==> src/rtl/db_req.sv <==
// db_req: SRIO initiator sequencer. Sends a self-check doorbell, one NWRITE, then a data-integration doorbell.
// Defining DB_REQ_STAT_EN enables the cumulative payload byte counter on tx_byte_cnt_o.
module db_req #(
  parameter int TIMEOUT_CYC = 4096,
  parameter int MAX_RETRY   = 4,
  parameter int RETRY_GAP   = 64
) (
  input  logic        log_clk,
  input  logic        log_rst_n,
  input  logic [15:0] src_id,
  input  logic [15:0] des_id,
  input  logic        start_in,
  input  logic        last_in,
  input  logic [7:0]  nwr_size_in,
  input  logic [33:0] nwr_addr_in,
  input  logic        data_tvalid_in,
  output logic        data_tready_o,
  input  logic [63:0] data_tdata_in,
  input  logic        ireq_tready_in,
  output logic        ireq_tvalid_o,
  output logic        ireq_tlast_o,
  output logic [63:0] ireq_tdata_o,
  output logic [7:0]  ireq_tkeep_o,
  output logic [31:0] ireq_tuser_o,
  input  logic        iresp_tvalid_in,
  output logic        iresp_tready_o,
  input  logic [63:0] iresp_tdata_in,
  output logic        busy_o,
  output logic        done_o,
  output logic        err_o,
  output logic [31:0] tx_byte_cnt_o
);

  localparam logic [3:0] IDLE      = 4'd0;
  localparam logic [3:0] SELF_DB   = 4'd1;
  localparam logic [3:0] WAIT_RDY  = 4'd2;
  localparam logic [3:0] GAP       = 4'd3;
  localparam logic [3:0] NWR_HDR   = 4'd4;
  localparam logic [3:0] NWR_DATA  = 4'd5;
  localparam logic [3:0] DATA_DB   = 4'd6;
  localparam logic [3:0] WAIT_ECHO = 4'd7;
  localparam logic [3:0] DONE      = 4'd8;
  localparam logic [3:0] ERR       = 4'd9;

  localparam logic [15:0] TIMEOUT_W = 16'(TIMEOUT_CYC);
  localparam logic [15:0] GAP_W     = 16'(RETRY_GAP);
  localparam logic [7:0]  RETRY_W   = 8'(MAX_RETRY);

  localparam logic [15:0] INFO_SELF  = 16'h0101;
  localparam logic [15:0] INFO_READY = 16'h0100;
  localparam logic [15:0] INFO_NRDY  = 16'h01FF;

  logic [3:0]  r_state;
  logic [7:0]  r_tid;
  logic [7:0]  r_size;
  logic [33:0] r_addr;
  logic        r_last;
  logic [7:0]  r_retry;
  logic [15:0] r_timer;
  logic [15:0] r_gap;
  logic [4:0]  r_beat;

  logic        w_ireqHs;
  logic        w_lastBeat;
  logic [7:0]  w_lastKeep;
  logic        w_dbResp;
  logic [15:0] w_respInfo;
  logic [15:0] w_dataInfo;
  logic [63:0] w_hdrBeat;
  logic        w_timedOut;
  logic [7:0]  w_retryNext;
  logic        w_unused;

  function automatic logic [63:0] dbBeat(input logic [7:0] tid, input logic [15:0] info);
    return {tid, 4'hA, 4'h0, 1'b0, 2'h1, 1'b0, 12'h0, info, 16'h0};
  endfunction

  assign w_ireqHs    = ireq_tvalid_o && ireq_tready_in;
  assign w_lastBeat  = (r_beat == r_size[7:3]);
  assign w_lastKeep  = 8'hff << (3'd7 - r_size[2:0]);
  assign w_dbResp    = iresp_tvalid_in && (iresp_tdata_in[55:52] == 4'hA);
  assign w_respInfo  = iresp_tdata_in[31:16];
  assign w_dataInfo  = r_last ? 16'h0201 : 16'h0200;
  assign w_hdrBeat   = {r_tid, 4'h5, 4'h4, 1'b0, 2'h1, 1'b0, r_size, 2'b00, r_addr};
  assign w_timedOut  = (r_timer >= TIMEOUT_W);
  assign w_retryNext = r_retry + 8'd1;
  assign w_unused    = &{1'b0, iresp_tdata_in[63:56], iresp_tdata_in[51:32], iresp_tdata_in[15:0]};

  assign iresp_tready_o = 1'b1;
  assign ireq_tuser_o   = ireq_tvalid_o ? {src_id, des_id} : 32'd0;
  assign busy_o         = (r_state != IDLE) && (r_state != DONE) && (r_state != ERR);
  assign done_o         = (r_state == DONE);
  assign err_o          = (r_state == ERR);

  always_ff @(posedge log_clk or negedge log_rst_n) begin
    if (!log_rst_n) begin
      r_state <= IDLE;
      r_tid   <= 8'd0;
      r_size  <= 8'd0;
      r_addr  <= 34'd0;
      r_last  <= 1'b0;
      r_retry <= 8'd0;
      r_timer <= 16'd0;
      r_gap   <= 16'd0;
      r_beat  <= 5'd0;
    end else begin
      if (w_ireqHs && ireq_tlast_o) r_tid <= r_tid + 8'd1;
      case (r_state)
        IDLE: begin
          if (start_in) begin
            r_size  <= nwr_size_in;
            r_addr  <= nwr_addr_in;
            r_last  <= last_in;
            r_retry <= 8'd0;
            r_state <= SELF_DB;
          end
        end
        SELF_DB: begin
          if (ireq_tready_in) begin
            r_timer <= 16'd0;
            r_state <= WAIT_RDY;
          end
        end
        WAIT_RDY: begin
          // Any other response (or other doorbell info) just lets the timer keep running.
          if (w_dbResp && w_respInfo == INFO_READY) begin
            r_state <= NWR_HDR;
          end else if (w_dbResp && w_respInfo == INFO_NRDY) begin
            r_retry <= w_retryNext;
            r_gap   <= 16'd0;
            r_state <= (w_retryNext == RETRY_W) ? ERR : GAP;
          end else if (w_timedOut) begin
            r_state <= ERR;
          end else if (r_timer != 16'hffff) begin
            r_timer <= r_timer + 16'd1;
          end
        end
        GAP: begin
          if (r_gap >= GAP_W - 16'd1) r_state <= SELF_DB;
          else r_gap <= r_gap + 16'd1;
        end
        NWR_HDR: begin
          if (ireq_tready_in) begin
            r_beat  <= 5'd0;
            r_state <= NWR_DATA;
          end
        end
        NWR_DATA: begin
          if (w_ireqHs) begin
            if (w_lastBeat) r_state <= DATA_DB;
            else r_beat <= r_beat + 5'd1;
          end
        end
        DATA_DB: begin
          if (ireq_tready_in) begin
            r_timer <= 16'd0;
            r_state <= WAIT_ECHO;
          end
        end
        WAIT_ECHO: begin
          if (w_dbResp) begin
            r_state <= (w_respInfo == w_dataInfo) ? DONE : ERR;
          end else if (w_timedOut) begin
            r_state <= ERR;
          end else if (r_timer != 16'hffff) begin
            r_timer <= r_timer + 16'd1;
          end
        end
        DONE, ERR: begin
          r_retry <= 8'd0;
          r_state <= IDLE;
        end
        default: r_state <= IDLE;
      endcase
    end
  end

  // Payload beats bypass any register so the user stream sees the core's backpressure directly.
  always_comb begin
    ireq_tvalid_o = 1'b0;
    ireq_tlast_o  = 1'b0;
    ireq_tdata_o  = 64'd0;
    ireq_tkeep_o  = 8'd0;
    data_tready_o = 1'b0;
    case (r_state)
      SELF_DB: begin
        ireq_tvalid_o = 1'b1;
        ireq_tlast_o  = 1'b1;
        ireq_tdata_o  = dbBeat(r_tid, INFO_SELF);
        ireq_tkeep_o  = 8'hff;
      end
      NWR_HDR: begin
        ireq_tvalid_o = 1'b1;
        ireq_tdata_o  = w_hdrBeat;
        ireq_tkeep_o  = 8'hff;
      end
      NWR_DATA: begin
        ireq_tvalid_o = data_tvalid_in;
        data_tready_o = ireq_tready_in;
        ireq_tdata_o  = data_tdata_in;
        ireq_tkeep_o  = w_lastBeat ? w_lastKeep : 8'hff;
        ireq_tlast_o  = w_lastBeat;
      end
      DATA_DB: begin
        ireq_tvalid_o = 1'b1;
        ireq_tlast_o  = 1'b1;
        ireq_tdata_o  = dbBeat(r_tid, w_dataInfo);
        ireq_tkeep_o  = 8'hff;
      end
      default: ;
    endcase
  end

`ifdef DB_REQ_STAT_EN
  logic [31:0] r_txByteCnt;

  always_ff @(posedge log_clk or negedge log_rst_n) begin
    if (!log_rst_n) begin
      r_txByteCnt <= 32'd0;
    end else if (r_state == NWR_DATA && w_ireqHs && w_lastBeat) begin
      r_txByteCnt <= r_txByteCnt + {24'd0, r_size} + 32'd1;
    end
  end

  assign tx_byte_cnt_o = r_txByteCnt;
`else
  assign tx_byte_cnt_o = 32'd0;
`endif

endmodule

==> config.mk <==
export PLATFORM = sky130hd
export DESIGN_NAME = db_req
export DESIGN_NICKNAME = d
export VERILOG_FILES = /design/src/rtl/db_req.sv
export SDC_FILE = /design/constraint.sdc
export NUM_CORES = 1
export LEC_CHECK = 0
export ABC_AREA = 1
export CAP_MARGIN = 5
export CELL_PAD_IN_SITES_DETAIL_PLACEMENT = 1
export CELL_PAD_IN_SITES_GLOBAL_PLACEMENT = 2
export CORE_ASPECT_RATIO = 2
export CORE_MARGIN = 2
export CORE_UTILIZATION = 20
export DETAILED_ROUTE_END_ITERATION = 8
export GPL_TIMING_DRIVEN = 0
export PLACE_DENSITY_LB_ADDON = 0.2
export SYNTH_ARGS = -nofsm -noshare
export SYNTH_HDL_FRONTEND = slang
export SYNTH_SLANG_ARGS = --single-unit
==> constraint.sdc <==
create_clock -name log_clk -period 2.34 [get_ports log_clk]
set_input_delay 0.702 -clock log_clk [delete_from_list [all_inputs] [get_ports log_clk]]
set_output_delay 0.702 -clock log_clk [all_outputs]
set_load 0.02 [all_outputs]
* Word level (Yosys, flattened, before mapping)
Index checks and enable logic that the tools add are counted.
Storage, ports and cells: flip-flop bits (word level) 100, logic and storage cells 113, bits of input ports 209, output and inout bits 143
Operators by class: shifts and indexed selects 1, order comparisons 2, equality and inequality tests 32, multiplexer cells 41, reduce and logical (&&, ||, !) cells 22, $add $sub $neg 6
Operators by type and width (number):
- $pmux W64 S4 | 1
- $mux W16 | 9
- $mux W4 | 12
- $pmux W16 S3 | 1
- $add A16 B1 Y16 const B | 2
- $eq A16 B9 Y1 const B | 2
- $mux W32 | 1
- $mux W8 | 4
- $pmux W16 S2 | 1
- $pmux W4 S8 | 1
- $ne A2 B2 Y1 const B | 13
- $pmux W8 S3 | 1
- $add A8 B1 Y8 const B | 2
- $eq A16 B10 Y1 | 1
- $eq A4 B3 Y1 const B | 4
- $ge A16 B13 Y1 const B | 1
- $ge A16 B6 Y1 const B | 1
- $ne A16 B16 Y1 const B | 1
- $pmux W8 S2 | 1
- $mux W5 | 3
- $eq A4 B4 Y1 const B | 3
- $reduce_and A4 Y1 | 3
- $pmux W5 S2 | 1
- $eq A4 B2 Y1 const B | 2
- 20 further kinds | 33

* Logic depth before layout (Yosys ltp)
Gate-level depths: netlist of run 1.
word-level depth 6, depth in mapped cells 13, gate-level depth less buffers 12

* Least setup slack after synthesis of run 1
OpenSTA, ideal clock, no wires.
path kind register to output, start reg r_state[1], end out ireq_tkeep_o[0], data required time 1.638 ns, path slack -0.100 ns, cell stages (with the launch flop) 11, arrival time 1.738 ns, cell sequence dfrtp_1 -> buf_4 -> inv_2 -> nand2_4 -> nor2_4 -> nor2_4 -> inv_2 -> nor2_2 -> inv_2 -> nand3_1 -> o21ai_0
On the way: cells in the longest elaborated chain, start to end 3
Ends and longest elaborated chain:
- start, declared | line 53 | logic [3:0] r_state;
- start signal, assigned | line 131 | r_state <= (w_retryNext == RETRY_W) ? ERR : GAP;
- start signal, assigned | line 162 | r_state <= (w_respInfo == w_dataInfo) ? DONE : ERR;
- $eq A4 B3 Y1 or $eq A4 B1 Y1 (tied branches) | line 185 | case (r_state)
- $reduce_or A3 Y1 (no source line)
- $pmux W8 S2 * | line 185
- end, declared | line 23 | output logic [7:0] ireq_tkeep_o,
Mark *: on every way between the ends. The rest lies on a longest branch, timed or not.

* Worst setup path in the final report of run 1
start reg r_state[1], end out ireq_tdata_o[51]
On the way: cells in the longest elaborated chain, start to end 2
Ends and longest elaborated chain:
- $eq A4 B3 Y1 or $eq A4 B1 Y1 (tied branches) | line 185
- $pmux W64 S4 * | line 185
- end, declared | line 22 | output logic [63:0] ireq_tdata_o,
Marks and branches as above.

==> reports/metrics.cfg, run 1 <==
[layout]
fin_util_pct = 35.6
multi_input_area_sq_um = 3460
drive_gt1_share_pct = 28.5
seq_area_sq_um = 2510
synthToLayoutAreaGrowth_pct = 75.5
fillCellCount = 3874
design_area_sq_um = 11200
final_nets = 1512
stdcell_count = 1724

[global_routing]
grt_use_total_pct = 17.0
grt_overflow_total = 0
antenna_found_initial = 1
grt_pass1_vias = 7649
grt_max_degree = 54
grt_pass1_wl_um = 43000

[detailed_routing]
drtAntennaViolNets = 0
wl_um = 28700
drc = 0
routed_via_density = 4.19
drtIter0Drc = 129
num_vias = 7215
wl_per_cell_um = 16.6
dr.pass1.iters = 4

[sta]
setup_tns_ns = -23.75
setup_violations = 103
max_slew.worst_pin.slew_ns = 0.576
finalHoldViolCount = 0
fin_skew_ns = 0.00762
maxSlewViolCount = 0
setup_ws_ns = -0.308
max_slew_margin_pct = 61.6
rsz0062_at_grt = yes
hold_ws_ns = 0.297
period_share_pct = 113
fmax_mhz = 378
fin_crit_ns = 2.65

[critical_path]
crit_fanout = 6
worst_path_max_delay_cell = dfrtp_1
max_stage_delay_ns = 0.38
crit_family = buffers and inverters
end_kind = output port
cp.arrival_ns = 1.95
cp.depth = 9
critPathKind = reg2out
worstSetupStartpointType = register
r2r-start = r_state[0]
startpoint = r_state[1]
worst_r2r_path_depth = 9
crit_buf_inv = 6
worstPathCellList = buf_6 > inv_4 > nand2_4 > nor2_4 > buf_4 > clkinvlp_4 > buf_6 > nor2_1 > buf_4
crit_required_ns = 1.64

[floorplanning]
dieArea_sq_um = 33600
start_util_pct = 20.3
row_count = 92
core_region_area_sq_um = 31500
die_w_um = 131
die-height_um = 257
io_pins = 352

[clock_network]
clkLatencyLatePin_ns = 0.37
cts.sinks = 100
root_buffer = clkbuf_16
cts_max_path_buffers = 2
cts_tree = built
clkTransAtPathRegs_ns = 0.07
numCtsBuffers = 9
cts_max_level = 3

[synth]
syn_avg_cell_area_sq_um = 6.92
ys_warn_count = 0
yosysSeqAreaShare_pct = 39.1
yosysUniqueCellTypes = 37
syn_inst = 925
syn-cell-area_sq_um = 6400
ys_seq_elements = 100

[power]
internal-power_w = 0.00661
power_frac_seq_pct = 21.1
p_clk_share_pct = 13.6
vdd_drop_max_uv = 421
power_per_cell_area_nw_per_um2 = 1080
switchingPower_w = 0.00552
combPwrFrac_pct = 65.3
switching_share_pct = 45.5
leakage_nw = 5.37

[place]
dp_hpwl_um = 22200
place_congestion = 0.760
dpl.cell_count = 1654
place_area_sq_um = 9820
portBuffers = 274

[outcome]
violations = setup timing
outcome = finished, violations left

[flow_run]
cap_violations = 0

[min_path]
hp-class = in2async

==> flip-flops by register name, indices dropped and copies added, names as in the netlist <==
| register | cells |
|---|---|
| r_addr | 34 |
| r_beat | 5 |
| r_gap | 16 |
| r_last | 1 |
| r_retry | 8 |
| r_size | 8 |
| r_state | 4 |
| r_tid | 8 |
| r_timer | 16 |
==> per-stage QoR <==
stage | setup WS, ns | power [W]
after floorplan | 0.0407 | 0.00582
after global placement | -4.05 | 0.00853
after detailed placement | -1.16 | 0.00859
after CTS | -0.322 | 0.0119
after global routing | -0.395 | 0.0130
final | -0.308 | 0.0121
==> logic make-up (layout without fill, tap and decap cells) <==
kind of cell               count (synthesis)  after routing  share of synthesized area, %
muxes                                      1              1                         0.156
buffers and inverters                    222            566                          15.7
xor gates and xnor gates                  18             18                          2.46
other                                      2             34                         0.117
DFF                                      100            100                          39.1
adders and majority gates                  7              7                          1.37
and+or+nand+nor                          428            428                          28.6
AOI/OAI and AO/OA                        147            147                          12.6
==> layout by cell type (no fill, tap or decap), types with 3 or more instances in the layout <==
master           count
buf_16               4
nor2_2               9
o22ai_1              3
buf_6               61
inv_2                8
nand4_1             11
ha_1                 7
nand2_2             19
clkbuf_16           13
o21ai_1             40
inv_1              145
nor2_4              43
inv_4                5
clkbuf_1             5
xor2_1              16
conb_1              33
buf_2               21
buf_12               9
dfrtp_1             95
nand3_1             39
nand2_1            209
o21ai_2             16
dfrtp_2              5
nor3_1               5
clkdlybuf4s50_1    162
o21ai_0             71
or2_2               10
nor2_1              68
a21oi_1              8
clkbuf_8             3
nand2_4              7
buf_4              120
==> synth_stat cells (all sizes together) <==
| cell type | n | area share [%] |
|---|---|---|
| mux2i | 1 | 0.16 |
| a21oi | 8 | 0.63 |
| ha | 7 | 1.4 |
| nand2 | 236 | 15 |
| xnor2 | 2 | 0.27 |
| o22ai | 3 | 0.29 |
| o211ai | 2 | 0.23 |
| nand3 | 42 | 3.3 |
| nand3b | 2 | 0.23 |
| conb | 2 | 0.12 |
| a22o | 1 | 0.14 |
| o31ai | 3 | 0.43 |
| inv | 160 | 9.4 |
| o21ai | 129 | 11 |
| xor2 | 16 | 2.2 |
| nor2 | 120 | 7.5 |
| or2 | 10 | 0.98 |
| nor3 | 5 | 0.39 |
| clkbuf | 12 | 0.70 |
| o221ai | 1 | 0.14 |
| buf | 50 | 5.5 |
| nand4 | 12 | 1.4 |
| nor4 | 1 | 0.098 |
| dfrtp | 100 | 39 |
==> worst paths after layout <==
path | to | slack [ns]
hold / removal | r_timer[6] | 0.30
min in group log_clk | r_gap[11] | 0.49
hold reg to reg | r_gap[11] | 0.49
setup / recovery | ireq_tdata_o[51] | -0.31
setup reg to reg | r_timer[8] | 0.29
max in group asynchronous | r_beat[2] | 1.36
==> metal layers <==
metal	share of wire [%]	vias to the layer above	global-route usage [%]
li1	-	3534	-
met1	32	3419	15.0
met2	59	237	35.2
met3	6.6	25	4.57
met4	2.1	0	5.17
met5	0	-	0
==> repair_timing <==
item,4_1_cts,5_1_grt
gates cloned,5,2
hold buffers,0,0
pin swaps,15,18
setup endpoints to repair,143,128
buffers inserted,34,17
gates resized for setup,832,42
==> cell type report <==
| type | instances | area share (%) |
|---|---|---|
| Antenna cell | 1 | 0.0223 |
| Buffer | 60 | 5.22 |
| Clock buffer | 10 | 2.04 |
| Clock inverter | 5 | 0.690 |
| Inverter | 160 | 5.60 |
| Multi-Input combinational cell | 634 | 30.8 |
| Sequential cell | 100 | 22.3 |
| Tap cell | 423 | 4.71 |
| Timing Repair Buffer | 331 | 28.6 |
==> worst reg2reg max path, delay by kind of cell (launching register included) <==
kind            cells  cell delay (ns)
buf+inv             4             0.67
simple gates        4             0.79
flops               1             0.46
compound gates      1             0.05
==> power by group through the flow <==
stage | registers, W | clock network, W | logic (W)
6_report | 0.00256 | 0.00165 | 0.00792
4_1_cts | 0.00258 | 0.00172 | 0.00762
5_1_grt | 0.00263 | 0.00177 | 0.00861
3_3_place_gp | 0.00258 | 0 | 0.00595
2_1_floorplan | 0.00249 | 0 | 0.00333
3_5_place_dp | 0.00259 | 0 | 0.00599
(Power assumes the default switching activity.)
==> run 2, diff against run 1 <==
Settings changed: SKIP_LAST_GASP set to 1.
==> run 2 against run 1 <==
The flow still finishes with violations (setup timing); first-iteration DRC count is 7.8% higher; design area rose by 1.8%; critical path depth is the same; highest routed layer unchanged; final cell count increased by 0.12%; largest power group unchanged; sequential share of layout area decreased by 0.39 points; routed wire length is 0.38% higher; register-to-register slack barely moved; total power up 0.72%; die area did not move.
==> reports/metrics.cfg, run 2 (same netlist as run 1, synthesis figures left out) <==
[sta]
max_slew_margin_pct = 61.3
setup_ws_ns = -0.342
fin_skew_ns = 0.00958
fin_crit_ns = 2.68
period_share_pct = 115
finalHoldViolCount = 0
fmax_mhz = 373
max_slew.worst_pin.slew_ns = 0.581
maxSlewViolCount = 0
setup_violations = 104
rsz0062_at_grt = yes

[power]
internal-power_w = 0.00664
power_per_cell_area_nw_per_um2 = 1070
p_clk_share_pct = 13.5
combPwrFrac_pct = 65.5
leakage_nw = 5.47
vdd_drop_max_uv = 422
switching_share_pct = 45.6
power_frac_seq_pct = 21.0
finalPower_w = 0.0122
switchingPower_w = 0.00558

[critical_path]
crit_family = buffers and inverters
worst_r2r_path_depth = 10
worstPathCellList = buf_6 > inv_4 > nand2_4 > nor2_4 > buf_8 > clkinvlp_4 > buf_4 > nor2_1 > buf_4
worstSetupStartpointType = register
cp.depth = 9
worstReg2RegEnd = r_timer[8]
r2r-start = r_state[0]
crit_path_frequent_cell = buf_4
crit_fanout = 6
max_stage_delay_ns = 0.38
r2r_slack_ns = 0.28
cp.arrival_ns = 1.98
worst_path_max_delay_cell = dfrtp_1
critPathKind = reg2out
end_kind = output port
crit_required_ns = 1.64
crit_buf_inv = 6

[place]
portBuffers = 274
dpl.cell_count = 1654
place_area_sq_um = 9820
dp_hpwl_um = 22200
place_congestion = 0.760

[layout]
largest_reg_flops = 34
synthToLayoutAreaGrowth_pct = 78.6
drive_gt1_share_pct = 30.3
final_common_cell = nand2_1
top_regs = r_addr x34, r_gap x16, r_timer x16
top_register = r_addr
final_nets = 1514
mostFrequentLayoutCells = nand2_1, clkdlybuf4s50_1, inv_1
design_area_sq_um = 11400
fillCellCount = 3868
stdcell_count = 1726

[detailed_routing]
drtAntennaViolNets = 0
wl_per_cell_um = 16.7
drtIter0Drc = 139
routed_via_density = 4.20
drc = 0
wl_um = 28800
dr.pass1.iters = 4
num_vias = 7246

[global_routing]
grt_pass1_vias = 7623
grt_overflow_total = 0
grt_use_total_pct = 16.9
grt_pass1_wl_um = 42900
grt_max_degree = 54
antenna_found_initial = 1

[clock_network]
cts_max_level = 3
cts_max_path_buffers = 2
clkTransAtPathRegs_ns = 0.07
clkLatencyLatePin_ns = 0.37
root_buffer = clkbuf_16
cts_tree = built
numCtsBuffers = 9
cts.sinks = 100

[floorplanning]
row_count = 92
die-height_um = 257
io_pins = 352
die_w_um = 131
core_region_area_sq_um = 31500
dieArea_sq_um = 33600
start_util_pct = 20.3

[outcome]
violations = setup timing
outcome = finished, violations left

[min_path]
hp-class = in2async

[flow_run]
cap_violations = 0

-- run 2: changes by cell type in the layout (fill, tap and decap cells not counted), sizes merged --
cell / before / now
clkinvlp: 2 / 3
clkinv: 3 / 2
buf: 217 / 219
-- run 2: power by group through the flow --
| stage | clock, W | sequential, W | combinational [W] |
|---|---|---|---|
| 2_1_floorplan | 0 | 0.00249 | 0.00333 |
| 3_3_place_gp | 0 | 0.00258 | 0.00595 |
| 3_5_place_dp | 0 | 0.00259 | 0.00599 |
| 4_1_cts | 0.00172 | 0.00258 | 0.00746 |
| 5_1_grt | 0.00177 | 0.00263 | 0.00869 |
| 6_report | 0.00165 | 0.00257 | 0.00800 |
-- run 2: layer usage --
layer	routed length, um	share of wire, %	track usage [%]
met1	9200	32	15.0
met2	16900	59	35.2
met3	1890	6.5	4.47
met4	806	2.8	4.99
met5	0	0	0
-- run 2: layout make-up --
| class | count | area, sq um | area share, % |
|---|---|---|---|
| Multi-Input combinational cell | 634 | 3590 | 31.4 |
| Tap cell | 423 | 529 | 4.63 |
| Timing Repair Buffer | 333 | 3300 | 28.8 |
| Sequential cell | 100 | 2510 | 21.9 |
| Buffer | 60 | 577 | 5.04 |
| Clock inverter | 5 | 77.6 | 0.678 |
| Antenna cell | 1 | 2.50 | 0.0219 |
| Inverter | 160 | 626 | 5.47 |
| Clock buffer | 10 | 229 | 2.00 |
-- run 2: worst max-delay path by stage --
stage / from / endpoint / slack [ns]
floorplan: r_state[1] / ireq_tdata_o[0] / 0.04
global placement: log_rst_n / r_addr[2] / -4.05
detailed placement: r_state[1] / ireq_tdata_o[31] / -1.16
CTS: r_state[1] / ireq_tdata_o[35] / -0.32
global route: r_state[1] / ireq_tdata_o[51] / -0.44
finish: r_state[1] / ireq_tdata_o[51] / -0.34
-- run 2: what timing repair did --
action,4_1_cts,5_1_grt
setup buffers,34,21
cloned,5,2
hold buffers,0,0
pin swaps,15,11
setup endpoints to repair,143,128
endpoints found under the hold margin,0,0
gates resized for setup,789,124
-- run 2: per-stage QoR --
| stage | worst slack (ns) | hold slack [ns] | TNS, ns | utilization (%) |
|---|---|---|---|---|
| 5_1_grt | -0.443 | 0.328 | -34.98 | 36.3 |
| 4_1_cts | -0.322 | 0.307 | -26.03 | 34.6 |
| 2_1_floorplan | 0.0407 | 0.406 | 0 | - |
| 3_5_place_dp | -1.16 | 0.484 | -107.86 | 31.1 |
| 3_3_place_gp | -4.05 | 0.470 | -506.56 | 31.0 |
| 6_report | -0.342 | 0.295 | -24.32 | 36.3 |
-- run 2: worst reg2reg max path, delay by kind of cell, from the launching register on --
kind,cells,cell delay [ns]
AO/OA/AOI/OAI,1,0.05
flip-flops,1,0.47
AND/OR/NAND/NOR,4,0.73
buffers and inverters,5,0.74
